## src/rtl/car_pkg.sv

```systemverilog
// Shared car-mode definitions: the cs mode codes consumed by the buzzer and motor
// stages, plus the ultrasonic ranging FSM states and counter widths.
package car_pkg;

  localparam logic [2:0] CS_CLEAR = 3'b001;
  localparam logic [2:0] CS_ALARM = 3'b010;
  localparam logic [2:0] CS_FAULT = 3'b100;

  localparam int CNT_W = 22;
  localparam int SUB_W = 12;
  localparam int CM_W  = 9;

  localparam logic [CM_W-1:0] CM_MAX = 9'd511;

  typedef enum logic [2:0] {
    ST_IDLE,
    ST_TRIG,
    ST_WAIT_RISE,
    ST_MEASURE,
    ST_DONE,
    ST_FAIL
  } us_state_t;

  function automatic logic [CM_W-1:0] cm_inc_sat(input logic [CM_W-1:0] v);
    return (v == CM_MAX) ? v : v + 9'd1;
  endfunction

endpackage

```

## src/rtl/ultrasonic_mode_sync_edge.sv

```systemverilog
// Two-flop synchronizer for an asynchronous input with single-cycle rise/fall
// pulses derived from the synchronized level.
module sync_edge (
  input  logic clk,
  input  logic rst,
  input  logic i_async,
  output logic o_rise,
  output logic o_fall
);

  logic r_meta;
  logic r_sync;
  logic r_prev;

  always_ff @(posedge clk) begin
    if (rst) begin
      r_meta <= 1'b0;
      r_sync <= 1'b0;
      r_prev <= 1'b0;
    end else begin
      r_meta <= i_async;
      r_sync <= r_meta;
      r_prev <= r_sync;
    end
  end

  assign o_rise = r_sync & ~r_prev;
  assign o_fall = ~r_sync & r_prev;

endmodule

```

## src/rtl/ultrasonic_mode.sv

```systemverilog
// HC-SR04 style ranging FSM: periodic trigger, echo width to cm conversion, and
// the clear/alarm/fault mode word with near/far hysteresis and fault counting.
module ultrasonic_mode
  import car_pkg::*;
#(
  parameter int TRIG_CYCLES    = 500,
  parameter int PERIOD_CYCLES  = 3_000_000,
  parameter int TIMEOUT_CYCLES = 1_500_000,
  parameter int CYCLES_PER_CM  = 2941,
  parameter int NEAR_CM        = 20,
  parameter int HYST_CM        = 5,
  parameter int FAULT_N        = 3
) (
  input  logic            clk,
  input  logic            rst,
  input  logic            echo,
  output logic            trig,
  output logic [2:0]      cs,
  output logic [CM_W-1:0] dist_cm,
  output logic            dist_valid
);

  localparam int FW = $clog2(FAULT_N + 1);

  localparam logic [CNT_W-1:0] PERIOD_LAST  = CNT_W'(PERIOD_CYCLES - 1);
  localparam logic [CNT_W-1:0] TRIG_LAST    = CNT_W'(TRIG_CYCLES - 1);
  localparam logic [CNT_W-1:0] TIMEOUT_LAST = CNT_W'(TIMEOUT_CYCLES - 1);
  localparam logic [SUB_W-1:0] SUB_LAST     = SUB_W'(CYCLES_PER_CM - 1);
  localparam logic [CM_W-1:0]  NEAR_TH      = CM_W'(NEAR_CM);
  localparam logic [CM_W-1:0]  FAR_TH       = CM_W'(NEAR_CM + HYST_CM);
  localparam logic [FW-1:0]    FAULT_MAX    = FW'(FAULT_N);

  us_state_t        r_state;
  us_state_t        w_state_nx;
  logic [CNT_W-1:0] r_period;
  logic [CNT_W-1:0] r_cnt;
  logic [SUB_W-1:0] r_sub;
  logic [CM_W-1:0]  r_cm;
  logic [CM_W-1:0]  r_dist;
  logic             r_trig;
  logic             r_dv;
  logic [2:0]       r_cs;
  logic [2:0]       w_cs_nx;
  logic [1:0]       r_near;
  logic [1:0]       r_far;
  logic [1:0]       w_near_nx;
  logic [1:0]       w_far_nx;
  logic [FW-1:0]    r_fault;
  logic [FW-1:0]    w_fault_nx;
  logic             w_rise;
  logic             w_fall;
  logic             w_is_near;
  logic             w_is_far;

  sync_edge u_sync_edge (
    .clk     (clk),
    .rst     (rst),
    .i_async (echo),
    .o_rise  (w_rise),
    .o_fall  (w_fall)
  );

  // Echo already high when WAIT_RISE is entered produces no rise pulse, so a
  // fresh edge is required without any extra qualification.
  always_comb begin
    w_state_nx = r_state;
    case (r_state)
      ST_IDLE:      if (r_period == '0) w_state_nx = ST_TRIG;
      ST_TRIG:      if (r_cnt == TRIG_LAST) w_state_nx = ST_WAIT_RISE;
      ST_WAIT_RISE: begin
        if (w_rise)                     w_state_nx = ST_MEASURE;
        else if (r_cnt == TIMEOUT_LAST) w_state_nx = ST_FAIL;
      end
      ST_MEASURE: begin
        if (w_fall)                     w_state_nx = ST_DONE;
        else if (r_cnt == TIMEOUT_LAST) w_state_nx = ST_FAIL;
      end
      ST_DONE:      w_state_nx = ST_IDLE;
      ST_FAIL:      w_state_nx = ST_IDLE;
      default:      w_state_nx = ST_IDLE;
    endcase
  end

  assign w_is_near = (r_cm < NEAR_TH);
  assign w_is_far  = (r_cm >= FAR_TH);

  always_comb begin
    w_cs_nx    = r_cs;
    w_near_nx  = r_near;
    w_far_nx   = r_far;
    w_fault_nx = r_fault;
    if (r_state == ST_DONE) begin
      w_fault_nx = '0;
      if (r_cs == CS_FAULT) begin
        w_cs_nx   = w_is_near ? CS_ALARM : CS_CLEAR;
        w_near_nx = 2'd0;
        w_far_nx  = 2'd0;
      end else if (w_is_near) begin
        w_near_nx = (r_near == 2'd2) ? 2'd2 : r_near + 2'd1;
        w_far_nx  = 2'd0;
        if ((r_cs == CS_CLEAR) && (w_near_nx == 2'd2)) w_cs_nx = CS_ALARM;
      end else if (w_is_far) begin
        w_far_nx  = (r_far == 2'd2) ? 2'd2 : r_far + 2'd1;
        w_near_nx = 2'd0;
        if ((r_cs == CS_ALARM) && (w_far_nx == 2'd2)) w_cs_nx = CS_CLEAR;
      end else begin
        w_near_nx = 2'd0;
        w_far_nx  = 2'd0;
      end
    end else if (r_state == ST_FAIL) begin
      w_fault_nx = (r_fault == FAULT_MAX) ? r_fault : r_fault + 1'b1;
      w_near_nx  = 2'd0;
      w_far_nx   = 2'd0;
      if (w_fault_nx == FAULT_MAX) w_cs_nx = CS_FAULT;
    end
  end

  always_ff @(posedge clk) begin
    if (rst) begin
      r_state  <= ST_IDLE;
      r_period <= '0;
      r_cnt    <= '0;
      r_sub    <= '0;
      r_cm     <= '0;
      r_dist   <= '0;
      r_trig   <= 1'b0;
      r_dv     <= 1'b0;
      r_cs     <= CS_CLEAR;
      r_near   <= 2'd0;
      r_far    <= 2'd0;
      r_fault  <= '0;
    end else begin
      r_state  <= w_state_nx;
      r_period <= (r_period == PERIOD_LAST) ? '0 : r_period + 22'd1;
      // Per-state cycle counter restarts on every state change.
      if ((w_state_nx != r_state) || (r_state == ST_IDLE)) r_cnt <= '0;
      else                                                 r_cnt <= r_cnt + 22'd1;
      if (r_state == ST_MEASURE) begin
        if (r_sub == SUB_LAST) begin
          r_sub <= '0;
          r_cm  <= cm_inc_sat(r_cm);
        end else begin
          r_sub <= r_sub + 12'd1;
        end
      end else if (r_state == ST_IDLE) begin
        r_sub <= '0;
        r_cm  <= '0;
      end
      r_trig <= (w_state_nx == ST_TRIG);
      r_dv   <= (r_state == ST_DONE);
      if (r_state == ST_DONE) r_dist <= r_cm;
      r_cs    <= w_cs_nx;
      r_near  <= w_near_nx;
      r_far   <= w_far_nx;
      r_fault <= w_fault_nx;
    end
  end

  assign trig       = r_trig;
  assign cs         = r_cs;
  assign dist_cm    = r_dist;
  assign dist_valid = r_dv;

endmodule
```

## config.mk

```make
export PLATFORM = sky130hd
export DESIGN_NAME = ultrasonic_mode
export DESIGN_NICKNAME = d
export VERILOG_FILES = /design/src/rtl/car_pkg.sv /design/src/rtl/ultrasonic_mode_sync_edge.sv /design/src/rtl/ultrasonic_mode.sv
export SDC_FILE = /design/constraint.sdc
export NUM_CORES = 1
export LEC_CHECK = 0
export CORE_MARGIN = 5
export CORE_UTILIZATION = 68
export CTS_BUF_LIST = sky130_fd_sc_hd__clkbuf_8
export DETAILED_ROUTE_END_ITERATION = 16
export PLACE_DENSITY = 0.95
export SLEW_MARGIN = 10
export SYNTH_ARGS = -nofsm -noshare
export SYNTH_HDL_FRONTEND = slang
export SYNTH_SLANG_ARGS = --single-unit
```

## constraint.sdc

```tcl
create_clock -name clk -period 3.9 [get_ports clk]
set_clock_uncertainty 0.15 [all_clocks]
set_input_delay 0.585 -clock clk [delete_from_list [all_inputs] [get_ports clk]]
set_output_delay 0.585 -clock clk [all_outputs]
set_load 0.02 [all_outputs]
```

==> reports/qor.txt <==
Max Cap Viol: 0
Fmax: 380 MHz
Die H: 90.3 um
Share of cells above drive strength 1: 0.0596
Multi-input logic area: 0.00240 mm2
CTS root buffer: clkbuf_8
Antenna Cells: 0
Synth cell types: 55
DR iter-0 viols: 314
Syn_area_per_cell: 8.37 um2
Num rows: 29
Unrepaired setup endpoints after global routing: no
Total negative slack: 0 ns
Vias: 3960
Die area: 0.00815 mm2
I/O pin count: 17
Worst Setup SP: r_cm[0]$_SDFFE_PP0P_
Initial Utilization: 0.694
Post-synth ARST share: 0
Core area: 0.00631 mm2
Final setup fails: 0
Worst r2r path cells: 9
Core Util, Final: 0.750
Initial antenna violation count: 0
Worst Path Required: 4.04 ns
R2r endpoint: r_cm[0]$_SDFFE_PP0P_
Peak VDD IR: 0.266 mV
PwrDens: 331 mW/mm2
Crit path max-delay cell type: o41ai_4
Sequential share of the synthesized area: 0.416
Tcrit/Tclk final: 0.675
Pre-antenna DRT Iters: 5
LEAKAGE: 1.56 nW
Min cycle time layout: 2.63 ns
Synth top area cells: dfxtp_1 (42%), nor2_1 (6.5%), xor2_1 (5.4%)
Vias per cell: 6.45
Hold Path Sink: u_sync_edge.r_sync$_SDFF_PP0_
EDFF count, synth: 0
Detailed Place HPWL: 6.70 mm
Width of the die: 90.3 um
Syn. warnings: 0
Flops & latches, synth: 91
Largest net degree at the start of global routing: 26
Clk_lat worst skew: 0.36 ns
Worst reg2reg startpoint: r_cm[0]$_SDFFE_PP0P_
HP Class: reg2reg
Status: complete, no violations
Most frequent cells in the layout: dfxtp_1 (91), nor2_1 (76), nand2_1 (55)
Routed length per placed instance: 16.0 um
Total track usage: 0.244
Crit path cell chain: ha_1 -> nand2_1 -> nor2_1 -> and3_1 -> ha_1 -> o41ai_4 -> nand2_1 -> or3_1 -> a21oi_1
CP Class: reg2reg
Endpoint class of the critical path: register
Arrival time worst endpoint: 2.77 ns
Top_reg_cell synth: dfxtp_1
Slew Limit Fails: 0
Post-cts resize count: 0
Port bufs: 16
Total area of sequential cells: 0.00182 mm2
Syn Std Cell Area: 0.00438 mm2
Cells on Worst Hold Path: 1
Area leader, netlist: dfxtp_1
Remaining DRCs: 0
Global-route wire length before repair: 16.9 mm
CTS Sinks: 91
Slowest cell delay on critical path: 0.56 ns
Synthesized instance count: 524
Slew headroom: 0.334
Global route total overflow: 0
Startpoint Class: register
Final nets: 546
Final Hold Viols: 0
Hold Startpoint: u_sync_edge.r_meta$_SDFF_PP0_
Share of the synthesized area in the top cell type: 0.416
Fill cells: 434
CTS tree: yes
Area grow syn2layout: 7.99%
Fin Hold WS: 0.312 ns
Hold_buf cts: 0
Reg2Reg Setup Slack: 1.27 ns
Post-CTS Setup Inserts: 0
Routed WL: 9.82 mm
RePlAce Congestion: 0.861
Worst Path Max Fanout: 8
Syn nets: 537
Cts bufs inserted: 9
Clock slew at reported path FFs: 0.08 ns
Vias in the first global route: 3775
Post-route antenna net violation count: 0
Most common cell after layout, fill and taps aside: dfxtp_1
Clock buffer depth: 2
Actual slew at the worst max-slew pin: 0.989 ns
H-tree Lvls: 3
metal layers:
metal	GRT usage	routed length (um)	vias up
met4	0.143	343	0
met5	0	0	-
met3	0.0508	629	44
met1	0.289	3950	1868
li1	-	-	1862
met2	0.405	4900	186
critical path, delay by kind of cell, from the launching register on:
kind,cells,cell delay (ns)
fa+ha+maj,2,0.44
flops,1,0.38
simple gates,5,0.88
compound gates,2,0.72
power by group:
group          switching [mW]  leakage (nW)  internal, mW
Combinational          0.0504         0.741        0.0251
Clock                   0.321        0.0860         0.223
Sequential             0.0100         0.735         0.936
synth_stat cells, drive strengths merged (3+ instances only):
| cell | count |
|---|---|
| dfxtp | 91 |
| nor2 | 76 |
| nand2 | 55 |
| nand3 | 33 |
| a21oi | 30 |
| xor2 | 27 |
| inv | 17 |
| nor3 | 17 |
| nor4 | 17 |
| xnor2 | 17 |
| clkbuf | 15 |
| nand4 | 15 |
| and3 | 11 |
| o21ai | 11 |
| ha | 10 |
| buf | 7 |
| nor2b | 7 |
| a311oi | 6 |
| nand2b | 5 |
| or3 | 5 |
| or4 | 5 |
| nand4b | 4 |
| nor3b | 4 |
| a32oi | 3 |
| a41oi | 3 |
| and4 | 3 |
layout make-up:
cell class / instances / area share
Clock buffer: 9 / 0.0262
Clock inverter: 6 / 0.00740
Inverter: 17 / 0.0135
Multi-Input combinational cell: 394 / 0.508
Sequential cell: 91 / 0.385
Tap cell: 77 / 0.0203
Timing Repair Buffer: 20 / 0.0402
how the worst max path moves through the flow:
| stage | end | slack (ns) |
|---|---|---|
| after floorplan | r_cm[0]$_SDFFE_PP0P_ | 1.57 |
| after global placement | r_cnt[5]$_SDFF_PP0_ | 1.46 |
| after detailed placement | r_cm[0]$_SDFFE_PP0P_ | 1.31 |
| after CTS | r_cm[0]$_SDFFE_PP0P_ | 1.30 |
| after global routing | r_cm[1]$_SDFFE_PP0P_ | 1.10 |
| final | r_cm[0]$_SDFFE_PP0P_ | 1.27 |
state kept, by name, summed over array words and instances (netlist names):
name / count
cs: 3
dist_cm: 9
dist_valid: 1
r_cm: 9
r_cnt: 22
r_far: 2
r_fault: 2
r_near: 2
r_period: 22
r_state: 3
r_sub: 12
trig: 1
u_sync_edge.r_meta: 1
u_sync_edge.r_prev: 1
u_sync_edge.r_sync: 1
per-stage QoR:
step | setup WS [ns] | total power [mW] | instance area, um2 | cells
3_5_place_dp | 1.31 | 1.04 | 4580 | 599
2_1_floorplan | 1.57 | 1.02 | 4380 | 524
4_1_cts | 1.30 | 1.57 | 4730 | 614
5_1_grt | 1.10 | 1.62 | 4730 | 614
3_3_place_gp | 1.46 | 1.04 | 4580 | 599
6_report | 1.27 | 1.57 | 4730 | 614
cell families (layout without fill, tap and decap cells):
family / after synthesis / count (layout) / synth area share
simple gates: 269 / 269 / 0.318
flops: 91 / 91 / 0.416
compound gates: 68 / 68 / 0.106
xor+xnor: 44 / 44 / 0.0879
buf+inv: 39 / 52 / 0.0362
fa+ha+maj: 10 / 10 / 0.0285
mux: 3 / 3 / 0.00713
No activity file was read; power rests on OpenSTA's default activity.
